### config.mk
export PLATFORM = sky130hd
export DESIGN_NAME = du_cmd_decoder_flat
export DESIGN_NICKNAME = d
export VERILOG_FILES = /design/src/rtl/du_pkg.sv /design/src/rtl/du_cmd_decoder_if.sv /design/src/rtl/du_word_assembler.sv /design/src/rtl/du_cmd_decoder.sv /design/src/flat_wrapper.sv
export SDC_FILE = /design/constraint.sdc
export NUM_CORES = 1
export LEC_CHECK = 0
export ABC_CLOCK_PERIOD_IN_PS = 2800
export BUFFER_PORTS_ARGS = -buffer_cell sky130_fd_sc_hd__buf_2
export CORE_AREA = 2 2 89 91
export CTS_CLUSTER_SIZE = 16
export DETAILED_ROUTE_END_ITERATION = 8
export DIE_AREA = 0 0 91 93
export GPL_TIMING_DRIVEN = 0
export MAX_ROUTING_LAYER = met4
export PLACE_DENSITY = 0.76
export SLEW_MARGIN = 20
export SYNTH_ARGS = -nofsm -noshare
export SYNTH_HDL_FRONTEND = slang
export SYNTH_HIERARCHICAL = 1
export SYNTH_SLANG_ARGS = --single-unit
### constraint.sdc
create_clock -name clk -period 2.8 [get_ports clk]
set_input_delay 0.28 -clock clk [delete_from_list [all_inputs] [get_ports clk]]
set_output_delay 0.28 -clock clk [all_outputs]
set_load 0.01 [all_outputs]
### src/rtl/du_pkg.sv
// Shared widths, command bytes and one-hot state encodings for the debug-unit command front end.
package du_pkg;

   localparam int unsigned NB_UART_DATA = 8;
   localparam int unsigned NB_INSTR     = 32;
   localparam int unsigned NB_IMEM_ADDR = 10;
   localparam int unsigned NB_LEN       = 16;

   localparam logic [NB_UART_DATA-1:0] CMD_LOAD = 8'h4C;
   localparam logic [NB_UART_DATA-1:0] CMD_RUN  = 8'h52;
   localparam logic [NB_UART_DATA-1:0] CMD_STEP = 8'h53;
   localparam logic [NB_UART_DATA-1:0] CMD_DUMP = 8'h44;

   typedef logic [6:0] du_state_t;

   localparam du_state_t ST_IDLE       = 7'b000_0001;
   localparam du_state_t ST_LOAD_LEN   = 7'b000_0010;
   localparam du_state_t ST_LOAD_DATA  = 7'b000_0100;
   localparam du_state_t ST_RUN        = 7'b000_1000;
   localparam du_state_t ST_STEP       = 7'b001_0000;
   localparam du_state_t ST_DUMP_START = 7'b010_0000;
   localparam du_state_t ST_DUMP_WAIT  = 7'b100_0000;

endpackage

### src/rtl/du_cmd_decoder_if.sv
// RX FIFO read port: first-word-fall-through head byte, empty flag and pop strobe.
interface du_cmd_decoder_if;
   import du_pkg::*;

   logic                    rx_empty;
   logic [NB_UART_DATA-1:0] rx_data;
   logic                    rx_rd;

   modport master (output rx_empty, output rx_data, input rx_rd);
   modport slave  (input rx_empty, input rx_data, output rx_rd);

endinterface

### src/rtl/du_word_assembler.sv
// Packs four little-endian bytes into one instruction word; word_valid pulses the cycle after byte 4.
module du_word_assembler
   import du_pkg::*;
(
   input  logic                    clk,
   input  logic                    i_rst,
   input  logic                    i_byte_valid,
   input  logic [NB_UART_DATA-1:0] i_byte,
   output logic [1:0]              o_byte_cnt,
   output logic                    o_word_valid,
   output logic [NB_INSTR-1:0]     o_word
);

   logic [1:0]          cnt_q, cnt_d;
   logic [NB_INSTR-1:0] word_q, word_d;
   logic                valid_q, valid_d;

   always_comb begin
      cnt_d   = cnt_q;
      word_d  = word_q;
      valid_d = 1'b0;
      if (i_byte_valid) begin
         // Shift right so the first byte ends up in bits [7:0].
         word_d  = {i_byte, word_q[NB_INSTR-1:NB_UART_DATA]};
         cnt_d   = cnt_q + 2'd1;
         valid_d = (cnt_q == 2'd3);
      end
   end

   always_ff @(posedge clk) begin
      if (i_rst) begin
         cnt_q   <= 2'd0;
         word_q  <= '0;
         valid_q <= 1'b0;
      end else begin
         cnt_q   <= cnt_d;
         word_q  <= word_d;
         valid_q <= valid_d;
      end
   end

   assign o_byte_cnt   = cnt_q;
   assign o_word_valid = valid_q;
   assign o_word       = word_q;

endmodule

### src/rtl/du_cmd_decoder.sv
// Debug-unit command FSM: load program words, run/step the CPU and trigger register dumps.
module du_cmd_decoder
   import du_pkg::*;
(
   input  logic                    clk,
   input  logic                    i_rst,
   du_cmd_decoder_if.slave         rx,
   output logic                    o_imem_wr,
   output logic [NB_IMEM_ADDR-1:0] o_imem_waddr,
   output logic [NB_INSTR-1:0]     o_imem_wdata,
   output logic                    o_cpu_en,
   input  logic                    i_cpu_halt,
   output logic                    o_regfile_tx_start,
   input  logic                    i_regfile_tx_done,
   output logic                    o_load_done,
   output logic                    o_busy
);

   du_state_t               state_q, state_d;
   logic [NB_LEN-1:0]       len_q, len_d;
   logic                    len_hi_q, len_hi_d;
   logic [NB_LEN-1:0]       words_q, words_d;
   logic [NB_IMEM_ADDR-1:0] waddr_q, waddr_d;
   logic                    load_done_q, load_done_d;
   logic                    cpu_en_q, cpu_en_d;
   logic                    rx_rd;
   logic [1:0]              byte_cnt;
   logic                    word_valid;
   logic [NB_INSTR-1:0]     word;

   du_word_assembler u_asm (
      .clk         (clk),
      .i_rst       (i_rst),
      .i_byte_valid(rx_rd && (state_q == ST_LOAD_DATA)),
      .i_byte      (rx.rx_data),
      .o_byte_cnt  (byte_cnt),
      .o_word_valid(word_valid),
      .o_word      (word)
   );

   always_comb begin
      state_d     = state_q;
      len_d       = len_q;
      len_hi_d    = len_hi_q;
      words_d     = words_q;
      waddr_d     = waddr_q;
      load_done_d = 1'b0;
      rx_rd       = 1'b0;
      unique case (state_q)
         ST_IDLE: begin
            if (!rx.rx_empty) begin
               rx_rd = 1'b1;
               case (rx.rx_data)
                  CMD_LOAD: begin
                     state_d  = ST_LOAD_LEN;
                     len_hi_d = 1'b0;
                     waddr_d  = '0;
                     words_d  = '0;
                  end
                  CMD_RUN:  state_d = ST_RUN;
                  CMD_STEP: state_d = ST_STEP;
                  CMD_DUMP: state_d = ST_DUMP_START;
                  default:  ;
               endcase
            end
         end
         ST_LOAD_LEN: begin
            if (!rx.rx_empty) begin
               rx_rd = 1'b1;
               if (!len_hi_q) begin
                  len_d    = {len_q[NB_LEN-1:NB_UART_DATA], rx.rx_data};
                  len_hi_d = 1'b1;
               end else begin
                  len_d = {rx.rx_data, len_q[NB_UART_DATA-1:0]};
                  if ({rx.rx_data, len_q[NB_UART_DATA-1:0]} == '0) begin
                     state_d     = ST_IDLE;
                     load_done_d = 1'b1;
                  end else begin
                     state_d = ST_LOAD_DATA;
                  end
               end
            end
         end
         ST_LOAD_DATA: begin
            // words_q counts words fully popped; stop popping once all N are in.
            if (!rx.rx_empty && (words_q != len_q)) begin
               rx_rd = 1'b1;
               if (byte_cnt == 2'd3) words_d = words_q + 1'b1;
            end
            if (word_valid) begin
               waddr_d = waddr_q + 1'b1;
               if (words_q == len_q) begin
                  state_d     = ST_IDLE;
                  load_done_d = 1'b1;
               end
            end
         end
         ST_RUN:        if (i_cpu_halt) state_d = ST_DUMP_START;
         ST_STEP:       state_d = ST_DUMP_START;
         ST_DUMP_START: state_d = ST_DUMP_WAIT;
         ST_DUMP_WAIT:  if (i_regfile_tx_done) state_d = ST_IDLE;
         default:       state_d = ST_IDLE;
      endcase
      // Registered enable: halt seen this cycle gates the CPU from the next cycle on.
      cpu_en_d = ((state_d == ST_RUN) && !i_cpu_halt) || (state_d == ST_STEP);
   end

   always_ff @(posedge clk) begin
      if (i_rst) begin
         state_q     <= ST_IDLE;
         len_q       <= '0;
         len_hi_q    <= 1'b0;
         words_q     <= '0;
         waddr_q     <= '0;
         load_done_q <= 1'b0;
         cpu_en_q    <= 1'b0;
      end else begin
         state_q     <= state_d;
         len_q       <= len_d;
         len_hi_q    <= len_hi_d;
         words_q     <= words_d;
         waddr_q     <= waddr_d;
         load_done_q <= load_done_d;
         cpu_en_q    <= cpu_en_d;
      end
   end

   assign rx.rx_rd             = rx_rd && !i_rst;
   assign o_imem_wr            = word_valid;
   assign o_imem_waddr         = waddr_q;
   assign o_imem_wdata         = word;
   assign o_cpu_en             = cpu_en_q;
   assign o_regfile_tx_start   = (state_q == ST_DUMP_START);
   assign o_load_done          = load_done_q;
   assign o_busy               = (state_q != ST_IDLE);

endmodule

### src/flat_wrapper.sv
// flat-port wrapper written by rule: the top's interface ports become plain ports
module du_cmd_decoder_flat import du_pkg::*;
  (clk, i_rst, o_imem_wr, o_imem_waddr, o_imem_wdata, o_cpu_en, i_cpu_halt, o_regfile_tx_start, i_regfile_tx_done, o_load_done, o_busy, rx_rx_empty, rx_rx_data, rx_rx_rd);
  du_cmd_decoder_if rx_i ();
  input  logic clk;
  input  logic i_rst;
  output logic o_imem_wr;
  output logic [NB_IMEM_ADDR-1:0] o_imem_waddr;
  output logic [NB_INSTR-1:0] o_imem_wdata;
  output logic o_cpu_en;
  input  logic i_cpu_halt;
  output logic o_regfile_tx_start;
  input  logic i_regfile_tx_done;
  output logic o_load_done;
  output logic o_busy;
  input wire logic [$bits(rx_i.rx_empty)-1:0] rx_rx_empty;
  input wire logic [$bits(rx_i.rx_data)-1:0] rx_rx_data;
  output wire logic [$bits(rx_i.rx_rd)-1:0] rx_rx_rd;
  assign rx_i.rx_empty = rx_rx_empty;
  assign rx_i.rx_data = rx_rx_data;
  assign rx_rx_rd = rx_i.rx_rd;
  du_cmd_decoder u_core (.clk(clk), .i_rst(i_rst), .rx(rx_i), .o_imem_wr(o_imem_wr), .o_imem_waddr(o_imem_waddr), .o_imem_wdata(o_imem_wdata), .o_cpu_en(o_cpu_en), .i_cpu_halt(i_cpu_halt), .o_regfile_tx_start(o_regfile_tx_start), .i_regfile_tx_done(i_regfile_tx_done), .o_load_done(o_load_done), .o_busy(o_busy));
endmodule
==> impl_results.md, run 1 <==
* Final routed wirelength across all metal layers at 9220 µm
* Most common flop cell mapped by yosys: dfxtp_1
* Part of the power in the clock network at 0.398
* Fin cells at 613
* Internal power component at around 1.6 mW
* Detailed Routing Iterations Pass 1 at 4
* Type of element capturing the critical path: output pin
* Nets@finish at 522
* Path class of the lowest-slack min-delay path: in2reg
* Area after detailed placement at 4450 µm²
* CTS Sinks at 87
* Layout cells sized above 1 at 0.205
* Post-detailed-route DRC marker count at 0
* Routed vias at approximately 3400
* Core Rows at 32
* Post-Route Skew at 10.6 ps
* CP startpoint kind: flip-flop
* Clock latency reported for the late side of the worst-skew pair at 360 ps
* Minimum clock period after layout at 2560 ps
* Number of design-rule violations left by the first detailed-router iteration at 247
* Crit path max fanout at 10
* Largest buffer count on any clock path at 2
* Synthesized instance count at 434
* Via density per instance at 5.62
* Net switching fraction of the power at 0.258
* Clock tree from TritonCTS: done
* Psw at between 500 and 600 µW
* Logic pwr share at 0.031
* Worst R2R Path Depth at 8
* Ratio of final minimum period to clock period at 0.916
* Endpoints failing hold at 0
* Share of async-settable or async-resettable flops after synthesis at 0
* Relative area change from synthesis to final layout at 16.7%
* Core area at about 7500 µm²
* Proportion of power drawn by flip-flops and latches at 0.571
* Power density over the cells at 462 nW/µm²
* P_leak at 1.71 nW
* Data arrival time of the worst path at around 2300 ps
* Half-perimeter wire length after detailed placement at 6660 µm
* Wire length of the first global-routing pass at 15600 µm
* Cts hold-fix bufs at 0
* Combined global-route utilization of all metal layers at 0.231
* Slew headroom at 0.330
* Sequential element share of the synthesized area at 0.433
* Routability congestion estimate at 0.866
* Worst path slowest cell: dfxtp_1
* Quantity of I/O buffers inserted on ports at 60
* Antenna violations before repair at 0
* Post-synthesis cell type count at 47
* Cell breakdown of the critical path: xnor2_1 > nand4_1 > nor4_4 > clkbuf_2 > nor2_2 > o21ba_2 > buf_2
* Synth Cell Area at 4020 µm²
* Achievable frequency at 0.390 GHz
* Avg Cell Area, Syn at 9.27 µm²
* Category of the critical setup timing path: reg2out
* Unrepaired setup endpoints after global routing: no
* Worst setup slack after placement at -64.6 ps
* Clock input transition at the sequential cells of the worst setup and hold paths at 100 ps
* Most common cell after layout, fill and taps aside: dfxtp_1
* Antenna viol nets, final at 0
* Number of diodes added for antenna fixing at 0
* Pin count of the biggest net entering global routing at 19
* Final global-route overflow total at 0
* Mean routed wirelength per cell at 15.0 µm
* Height of the chip at 93 µm
* CTS H-tree depth at 3
* Worst Tran Pin Value at 992 ps
* Cell depth of the worst min-delay path at 3
* Number of setup violations in the final report at 0
* Data required time of the critical path at 2520 ps
* Master cell of the clock root buffer: clkbuf_8
* Overall die area at 8460 µm²
* Net count of the mapped netlist at 450
* Most frequent cells in the layout: dfxtp_1, buf_2, nor2_1
* Crit-path max cell delay at 440 ps
* Number of flops mapped to enable cells by yosys at 0
* Status: finished, final reports clean
* Initial core utilization at 0.534
* Register bit total from synthesis at 87
* Placed instance count at around 600
* Worst IR drop on VDD at 0.343 mV
* Post-layout instance area at 4690 µm²
* Worst Slack Setup Final at ~240 ps
* Number of max-slew violations in the final report at 0
* Number of I/O pins at 61
* Number of global-route vias before repair at 3296
* Yosys warnings at 6
* Number of clock buffers inserted by TritonCTS at 9
* Max-cap violations at 0
* X dimension of the die at 91 µm
-- synth_stat cells, drive strengths merged (12+ instances only) --
cell type	number	area, µm²
nand3	13	65.1
mux2i	52	521
dfxtp	87	1740
nor3	15	91.3
a21oi	26	130
buf	15	131
nand4	12	75.1
or4	16	124
nor2	68	265
o31ai	13	97.6
nand2	16	60.1
xnor2	20	175
-- state kept, by name, indices dropped and copies added, names as in the netlist --
signal and count:
u_core/state_q 7, u_core/o_load_done 1, u_core/o_cpu_en 1, u_core/words_q 16, u_core/len_hi_q 1, u_core/u_asm/o_word_valid 1
u_core/o_imem_waddr 10, u_core/len_q 16, u_core/u_asm/o_word 32, u_core/u_asm/o_byte_cnt 2
-- logic make-up after synthesis --
kind of cell	Yosys count	share of synthesized area
compound gates	62	0.0958
simple gates	180	0.239
mux	52	0.129
buf+inv	28	0.0451
xor+xnor	22	0.0479
fa+ha+maj	3	0.00934
flops	87	0.433
-- stage by stage --
step	total power [mW]	hold slack, ps	utilization	TNS [ps]
final	2.17	202	0.623	0
after CTS	2.17	189	0.621	0
after global placement	1.33	451	0.591	0
after detailed placement	1.33	457	0.591	-840
after global routing	2.24	196	0.623	0
after floorplan	1.30	423	-	0
-- final cells by class --
| type | count | area (µm²) |
|---|---|---|
| Fill cell | 685 | 2840 |
| Multi-Input combinational cell | 319 | 2140 |
| Sequential cell | 87 | 1740 |
| Timing Repair Buffer | 62 | 315 |
| Buffer | 24 | 168 |
| Tap cell | 102 | 128 |
| Clock buffer | 9 | 124 |
| Clock inverter | 7 | 68.8 |
| Inverter | 3 | 11.3 |
-- critical path: cells and delay by family (launching register included) --
| family | cells | cell delay, ps |
|---|---|---|
| flops | 1 | 440 |
| simple gates | 3 | 670 |
| xor+xnor | 1 | 170 |
| compound gates | 1 | 240 |
| buf+inv | 2 | 420 |
-- path summary, 6_finish.rpt --
| path | from | endpoint | slack, ps |
|---|---|---|---|
| worst max-delay path | u_core/words_q[7] | rx_rx_rd | 240 |
| worst min-delay path | i_regfile_tx_done | u_core/state_q[6] | 200 |
| worst max register to register | u_core/state_q[4] | u_core/words_q[7] | 330 |
| worst min register to register | u_core/o_imem_waddr[9] | u_core/o_imem_waddr[9] | 470 |
-- routing by layer --
layer  GRT usage  routed length [µm]  share of wire  up-vias
li1            -                   -              -     1713
met1       0.298                4350           0.47     1637
met2       0.371                4390           0.48       90
met3      0.0435                 411          0.045        5
met4      0.0745                  70         0.0076        0
met5           -                   0              0        -
-- repair_timing --
action	CTS	global route
pin swaps	0	2
cloned	0	0
gates resized for setup	5	1
buffers inserted	0	2
endpoints found under the setup margin	31	1
-- power groups by stage --
| stage | combinational [mW] | clock (mW) | sequential, mW |
|---|---|---|---|
| 4_1_cts | 0.0651 | 0.872 | 1.24 |
| 2_1_floorplan | 0.0303 | 0 | 1.27 |
| 3_5_place_dp | 0.0649 | 0 | 1.27 |
| 6_report | 0.0665 | 0.862 | 1.24 |
| 3_3_place_gp | 0.0648 | 0 | 1.27 |
| 5_1_grt | 0.0722 | 0.927 | 1.24 |
(Power assumes the default switching activity.)
==> run 2: changes to the inputs <==
Settings changed: CORE_AREA 2 2 89 91 to 2 2 105 107, DIE_AREA 0 0 91 93 to 0 0 107 109, PLACE_DENSITY 0.76 to 0.56.
==> run 2 against run 1 <==
  * Worst hold slack better by 0.81 ps
  * Wire length rose by 9.1%
  * Sequential share of layout area decreased by 0.56 points
  * First-iteration DRC count decreased by 4.9%
  * Flip-flop and latch count unchanged
  * Worst setup slack lost 84 ps
  * Total power increased by 5.5%
  * Maximum frequency fell by 3.2%
==> impl_results.md, run 2 (synthesized netlist as in run 1, its figures left out) <==
* Status: finished, final reports clean
* Number of max-slew violations in the final report at 0 (unchanged)
* Master cell of the clock root buffer: clkbuf_8
* Ratio of final minimum period to clock period at 0.946 (+0.0301)
* Worst R2R Path Depth at 8 (unchanged)
* Startpoint of the lowest-slack register-to-register path: u_core/state_q[4]
* Data required time of the critical path at 2520 ps (about the same)
* Worst IR drop on VDD at 0.266 mV (-22%)
* Routed vias at 3443 (-0.058%)
* Most common cell after layout, fill and taps aside: dfxtp_1
* Critical Path Most Common Cell: buf_2
* Nets@finish at 521 (-0.19%)
* Antenna viol nets, final at 0 (unchanged)
* Clock latency reported for the late side of the worst-skew pair at 360 ps (about the same)
* Worst path slowest cell: nor4_4
* Max-cap violations at 0 (unchanged)
* Crit. Startpoint: u_core/words_q[2]
* Overall die area at 11700 µm² (+38%)
* Number of global-route vias before repair at 3338 (+1.3%)
* Clock tree from TritonCTS: done
* Critical path buffers and inverters at 3 (+1)
* CTS Sinks at 87 (unchanged)
* Power density over the cells at 480 nW/µm² (+4.0%)
* Quantity of I/O buffers inserted on ports at 60 (unchanged)
* Number of clock buffers inserted by TritonCTS at 9 (unchanged)
* Reg-to-reg setup timing slack at 310 ps (-20 ps)
* Setup_tns at 0 ps (unchanged)
* Crit. path cell count at 8 (+1)
* Worst Tran Pin Value at 995 ps (+3.32 ps)
* Mean routed wirelength per cell at 15.5 µm (+2.9%)
* Via density per instance at 5.30 (-5.7%)
* Data arrival time of the worst path at 2370 ps (+90 ps)
* Final routed wirelength across all metal layers at 10100 µm (+9.1%)
* Number of design-rule violations left by the first detailed-router iteration at 235 (-4.9%)
* Minimum clock period after layout at 2650 ps (+84.2 ps)
* P_leak at 1.71 nW (-0.34%)
* Wire length of the first global-routing pass at 16500 µm (+5.6%)
* Pin count of the biggest net entering global routing at 16 (-3)
* Category of the critical setup timing path: reg2out
* Combined global-route utilization of all metal layers at 0.184 (-0.0467)
* Crit-path max cell delay at 460 ps (+20 ps)
* Destination of the critical timing path: rx_rx_rd
* CTS H-tree depth at 3 (unchanged)
* X dimension of the die at 107 µm (+18%)
* Placed instance count at 634 (+6.4%)
* Routability congestion estimate at 0.845 (-2.4%)
* Half-perimeter wire length after detailed placement at 7200 µm (+8.2%)
* Largest buffer count on any clock path at 2 (unchanged)
* Number of setup violations in the final report at 0 (unchanged)
* Type of element capturing the critical path: output pin
* Slew headroom at 0.327 (-0.00224)
* Number of I/O pins at 61 (unchanged)
* Core area at 10600 µm² (+41%)
* Number of buffers inserted to repair setup after CTS at 0 (unchanged)
* Crit path max-delay family: simple AND/OR/NAND/NOR gates
* Layout cells sized above 1 at 0.202 (-0.00352)
* Final global-route overflow total at 0 (unchanged)
* Worst reg2reg endpoint: u_core/words_q[14]
* Relative area change from synthesis to final layout at 18.5%
* Endpoints failing hold at 0 (unchanged)
* Antenna violations before repair at 0 (unchanged)
* Core Rows at 38 (+19%)
* Unrepaired setup endpoints after global routing: no
* Height of the chip at 109 µm (+17%)
* Initial core utilization at 0.379 (-0.155)
* Clock input transition at the sequential cells of the worst setup and hold paths at 90 ps (about the same)
* Fin cells at 650 (+6.0%)
* Achievable frequency at 0.378 GHz (-3.2%)
* Post-detailed-route DRC marker count at 0 (unchanged)
* Crit path max fanout at 10 (unchanged)
* Max reg flops at 32 (unchanged)
* Post-Route Skew at 9.81 ps (-0.835 ps)
* Detailed Routing Iterations Pass 1 at 5 (+1)
* Number of diodes added for antenna fixing at 0 (unchanged)
* CP startpoint kind: flip-flop
* Path class of the lowest-slack min-delay path: in2reg
* Cell breakdown of the critical path: buf_2 > xnor2_1 > nand4_1 > nor4_4 > clkbuf_2 > nor2_2 > o21ba_2 > buf_2
* Most frequent cells in the layout: dfxtp_1, buf_2, nor2_1
[run 2: worst min path at each step]
stage	from	endpoint	slack, ps	cells past startpoint
6_report	i_regfile_tx_done	u_core/state_q[6]	200	3
3_3_place_gp	u_core/o_imem_waddr[9]	u_core/o_imem_waddr[9]	460	2
4_1_cts	i_regfile_tx_done	u_core/state_q[6]	180	3
5_1_grt	i_regfile_tx_done	u_core/state_q[6]	200	3
3_5_place_dp	u_core/o_imem_waddr[9]	u_core/o_imem_waddr[9]	470	2
2_1_floorplan	rx_rx_data[0]	u_core/state_q[4]	420	2
[run 2: report_power, final]
| part | leakage [nW] | internal, mW | total [mW] | switching [mW] |
|---|---|---|---|---|
| registers | 0.700 | 1.24 | 1.24 | 0.000554 |
| logic | 0.903 | 0.0189 | 0.0683 | 0.0494 |
| clock network | 0.104 | 0.509 | 0.980 | 0.471 |
[run 2: layer usage]
layer | wire (µm) | up-vias | share of wire | global-route usage
li1 | - | 1706 | - | -
met2 | 4760 | 72 | 0.47 | 0.287
met1 | 4760 | 1657 | 0.47 | 0.238
met4 | 120 | 0 | 0.012 | 0.0686
met5 | 0 | - | 0 | -
met3 | 424 | 8 | 0.042 | 0.0383
[run 2: layout make-up]
class / count / area (µm²)
well taps: 140 / 175
repair buffers: 60 / 300
clock inverters: 6 / 92.6
inverters: 3 / 11.3
clock buffers: 10 / 128
fillers: 1052 / 5840
plain buffers: 25 / 173
flip-flops and latches: 87 / 1740
multi-input cells: 319 / 2140
[run 2: worst register-to-register path, delay by kind of cell, from the launching register on]
family                 cells  cell delay (ps)
and+or+nand+nor            4             1310
buffers and inverters      3              710
DFF                        1              300
AOI/OAI and AO/OA          1               60
[run 2: what timing repair did]
action	in CTS	in global routing
setup endpoints to repair	31	1
pin swaps	0	1
hold buffers	0	0
gates resized for setup	6	3
[run 2: through the flow]
step | hold WS, ps | utilization | total power [mW] | worst slack, ps | cell area [µm²]
after floorplan | 423 | - | 1.30 | 548 | 4020
final | 203 | 0.449 | 2.29 | 151 | 4760
after CTS | 182 | 0.448 | 2.31 | 53.1 | 4750
after global placement | 457 | 0.424 | 1.33 | -74.9 | 4500
after global routing | 199 | 0.449 | 2.36 | 10.8 | 4760
after detailed placement | 472 | 0.424 | 1.33 | -111 | 4500
==> run 3: changes to the inputs <==
==> constraint.sdc (replaced) <==
create_clock -name clk -period 2.8 [get_ports clk]
set_input_delay 0.42 -clock clk [delete_from_list [all_inputs] [get_ports clk]]
set_output_delay 0.42 -clock clk [all_outputs]
set_load 0.01 [all_outputs]
==> run 3 against run 2 <==
  * Critical path depth unchanged
  * Combinational power increased by 2%
  * Register-to-register slack about the same
  * Worst hold slack improved by 140 ps
  * Via count about the same
  * Worst setup slack got worse by 26 ps
  * Core utilization increased by 0.34 points
  * Die area unchanged
  * Clock skew decreased by 0.68 ps
  * Critical path type unchanged
  * Critical endpoint unchanged
  * Largest power group unchanged
==> impl_results.md, run 3 (synthesized netlist as in run 1, its figures left out) <==
* Status: finished, final reports clean
* Critical path buffers and inverters at 3 (unchanged)
* Most common cell after layout, fill and taps aside: dfxtp_1
* Final routed wirelength across all metal layers at 10100 µm (about the same)
* Routed vias at 3442 (-0.029%)
* Number of design-rule violations left by the first detailed-router iteration at 229 (-2.6%)
* Worst IR drop on VDD at 0.267 mV (about the same)
* Crit path max-delay family: buffers and inverters
* Clock latency reported for the late side of the worst-skew pair at 360 ps (about the same)
* P_leak at 1.73 nW (+1.4%)
* Reg-to-reg setup timing slack at 300 ps (about the same)
* Number of fill cells at 1051 (-0.095%)
* CTS H-tree depth at 3 (unchanged)
* Path class of the lowest-slack min-delay path: in2reg
* Most frequent cells in the layout: dfxtp_1, buf_2, nor2_1
* Launch point of the worst hold path: i_regfile_tx_done
* Number of global-route vias before repair at 3338 (unchanged)
* Cell breakdown of the critical path: buf_2 > xnor2_1 > nand4_1 > nor4_4 > clkbuf_4 > nor2_2 > o21ba_2 > buf_2
* Post-detailed-route DRC marker count at 0 (unchanged)
* Number of clock buffers inserted by TritonCTS at 9 (unchanged)
* Antenna violations before repair at 0 (unchanged)
* Overall die area at 11700 µm² (unchanged)
* Layout cells sized above 1 at 0.210 (+0.00816)
* Max-cap violations at 0 (unchanged)
* Area after detailed placement at 4500 µm² (unchanged)
* Startpoint of the lowest-slack register-to-register path: u_core/state_q[4]
* Minimum clock period after layout at 2670 ps (+26.0 ps)
* Cell depth of the worst min-delay path at 3 (unchanged)
* CTS Sinks at 87 (unchanged)
* Height of the chip at 109 µm (unchanged)
* Combined global-route utilization of all metal layers at 0.184 (unchanged)
* Worst Tran Pin Value at 1020 ps (+26.0 ps)
* Slew headroom at 0.310 (-0.0176)
* Worst Slack Setup Final at 125 ps (-26.0 ps)
* Relative area change from synthesis to final layout at 19.4%
* Initial core utilization at 0.379 (unchanged)
* Detailed Routing Iterations Pass 1 at 4 (-1)
* Critical Path Most Common Cell: buf_2
* Power density over the cells at 477 nW/µm² (-0.60%)
* Antenna viol nets, final at 0 (unchanged)
* Post-layout instance area at 4800 µm² (+0.76%)
* Number of I/O pins at 61 (unchanged)
* Clock tree from TritonCTS: done
* Number of max-slew violations in the final report at 0 (unchanged)
* CP startpoint kind: flip-flop
* Category of the critical setup timing path: reg2out
* Core area at 10600 µm² (unchanged)
* Worst R2R Path Depth at 8 (unchanged)
* Via density per instance at 5.26 (-0.64%)
* Capture endpoint of the worst hold path: u_core/state_q[6]
* Routability congestion estimate at 0.845 (unchanged)
* Mean routed wirelength per cell at 15.4 µm (-0.58%)
* Clock input transition at the sequential cells of the worst setup and hold paths at 90 ps (about the same)
* Data required time of the critical path at 2380 ps (-140 ps)
* Worst reg2reg endpoint: u_core/words_q[13]
* Quantity of I/O buffers inserted on ports at 60 (unchanged)
* Master cell of the clock root buffer: clkbuf_8
* Max reg flops at 32 (unchanged)
* Worst path slowest cell: nor4_4
* Type of element capturing the critical path: output pin
* Post-Route Skew at 9.14 ps (-0.679 ps)
* Nets@finish at 525 (+0.77%)
* Ratio of final minimum period to clock period at 0.955 (+0.00929)
* Endpoints failing hold at 0 (unchanged)
* Setup_tns at 0 ps (unchanged)
* X dimension of the die at 107 µm (unchanged)
* Half-perimeter wire length after detailed placement at 7200 µm (unchanged)
* Achievable frequency at 0.374 GHz (-0.97%)
* Number of setup violations in the final report at 0 (unchanged)
* Wire length of the first global-routing pass at 16500 µm (unchanged)
* Hold_ws at 341 ps (+137 ps)
* Data arrival time of the worst path at 2250 ps (-120 ps)
* Final global-route overflow total at 0 (unchanged)
* Worst setup slack after placement at -172 ps (-60.6 ps)
* Crit path max fanout at 10 (unchanged)
* Number of diodes added for antenna fixing at 0 (unchanged)
* Core Rows at 38 (unchanged)
* Pin count of the biggest net entering global routing at 16 (unchanged)
* Crit-path max cell delay at 380 ps (-80 ps)
* Largest buffer count on any clock path at 2 (unchanged)
run 3: changes by cell type in the layout (fill, tap and decap cells not counted), sizes merged:
cell  delta
buf      +4
run 3: worst max-delay path by stage:
| stage | start | to | slack (ps) | cells after the start |
|---|---|---|---|---|
| after detailed placement | u_core/words_q[2] | rx_rx_rd | -170 | 8 |
| final | u_core/words_q[2] | rx_rx_rd | 130 | 8 |
| after CTS | u_core/state_q[3] | rx_rx_rd | 10 | 8 |
| after global placement | u_core/words_q[2] | rx_rx_rd | -160 | 8 |
| after global routing | u_core/words_q[2] | rx_rx_rd | -20 | 8 |
| after floorplan | u_core/words_q[2] | rx_rx_rd | 520 | 7 |
run 3: what timing repair did:
action,CTS,global route
gates resized for setup,8,3
gates cloned,0,0
hold buffers,0,0
endpoints found under the setup margin,31,1
pin swaps,2,2
setup buffers,0,5
run 3: per-stage QoR:
stage           util  power [mW]  cells
2_1_floorplan      -        1.30    434
3_3_place_gp   0.424        1.33    634
3_5_place_dp   0.424        1.33    634
4_1_cts        0.448        2.31    650
5_1_grt        0.453        2.36    654
6_report       0.453        2.29    654
run 3: metal layers:
| layer | wire [µm] | part of all wire | global-route usage | vias up |
|---|---|---|---|---|
| li1 | - | - | - | 1712 |
| met3 | 427 | 0.042 | 0.0383 | 6 |
| met2 | 4750 | 0.47 | 0.288 | 79 |
| met1 | 4780 | 0.48 | 0.238 | 1645 |
| met4 | 98 | 0.0097 | 0.0677 | 0 |
| met5 | 0 | 0 | - | - |
run 3: final cells by class:
class | count | area (µm²) | area share
Inverter | 3 | 11.3 | 0.00235
Timing Repair Buffer | 65 | 338 | 0.0704
Sequential cell | 87 | 1740 | 0.363
Multi-Input combinational cell | 319 | 2140 | 0.446
Clock inverter | 6 | 92.6 | 0.0193
Tap cell | 140 | 175 | 0.0365
Buffer | 24 | 171 | 0.0357
Clock buffer | 10 | 128 | 0.0266
run 3: worst min-delay path, delay by kind of cell:
kind                   cells  cell delay (ps)
AND/OR/NAND/NOR            1               40
AO/OA/AOI/OAI              1              110
buffers and inverters      1               90
run 3: where the power goes:
part           total (mW)  switching, mW  internal (mW)
Sequential           1.24       0.000537           1.24
Clock               0.983          0.473          0.510
Combinational      0.0694         0.0500         0.0194
Total                2.29          0.524           1.77
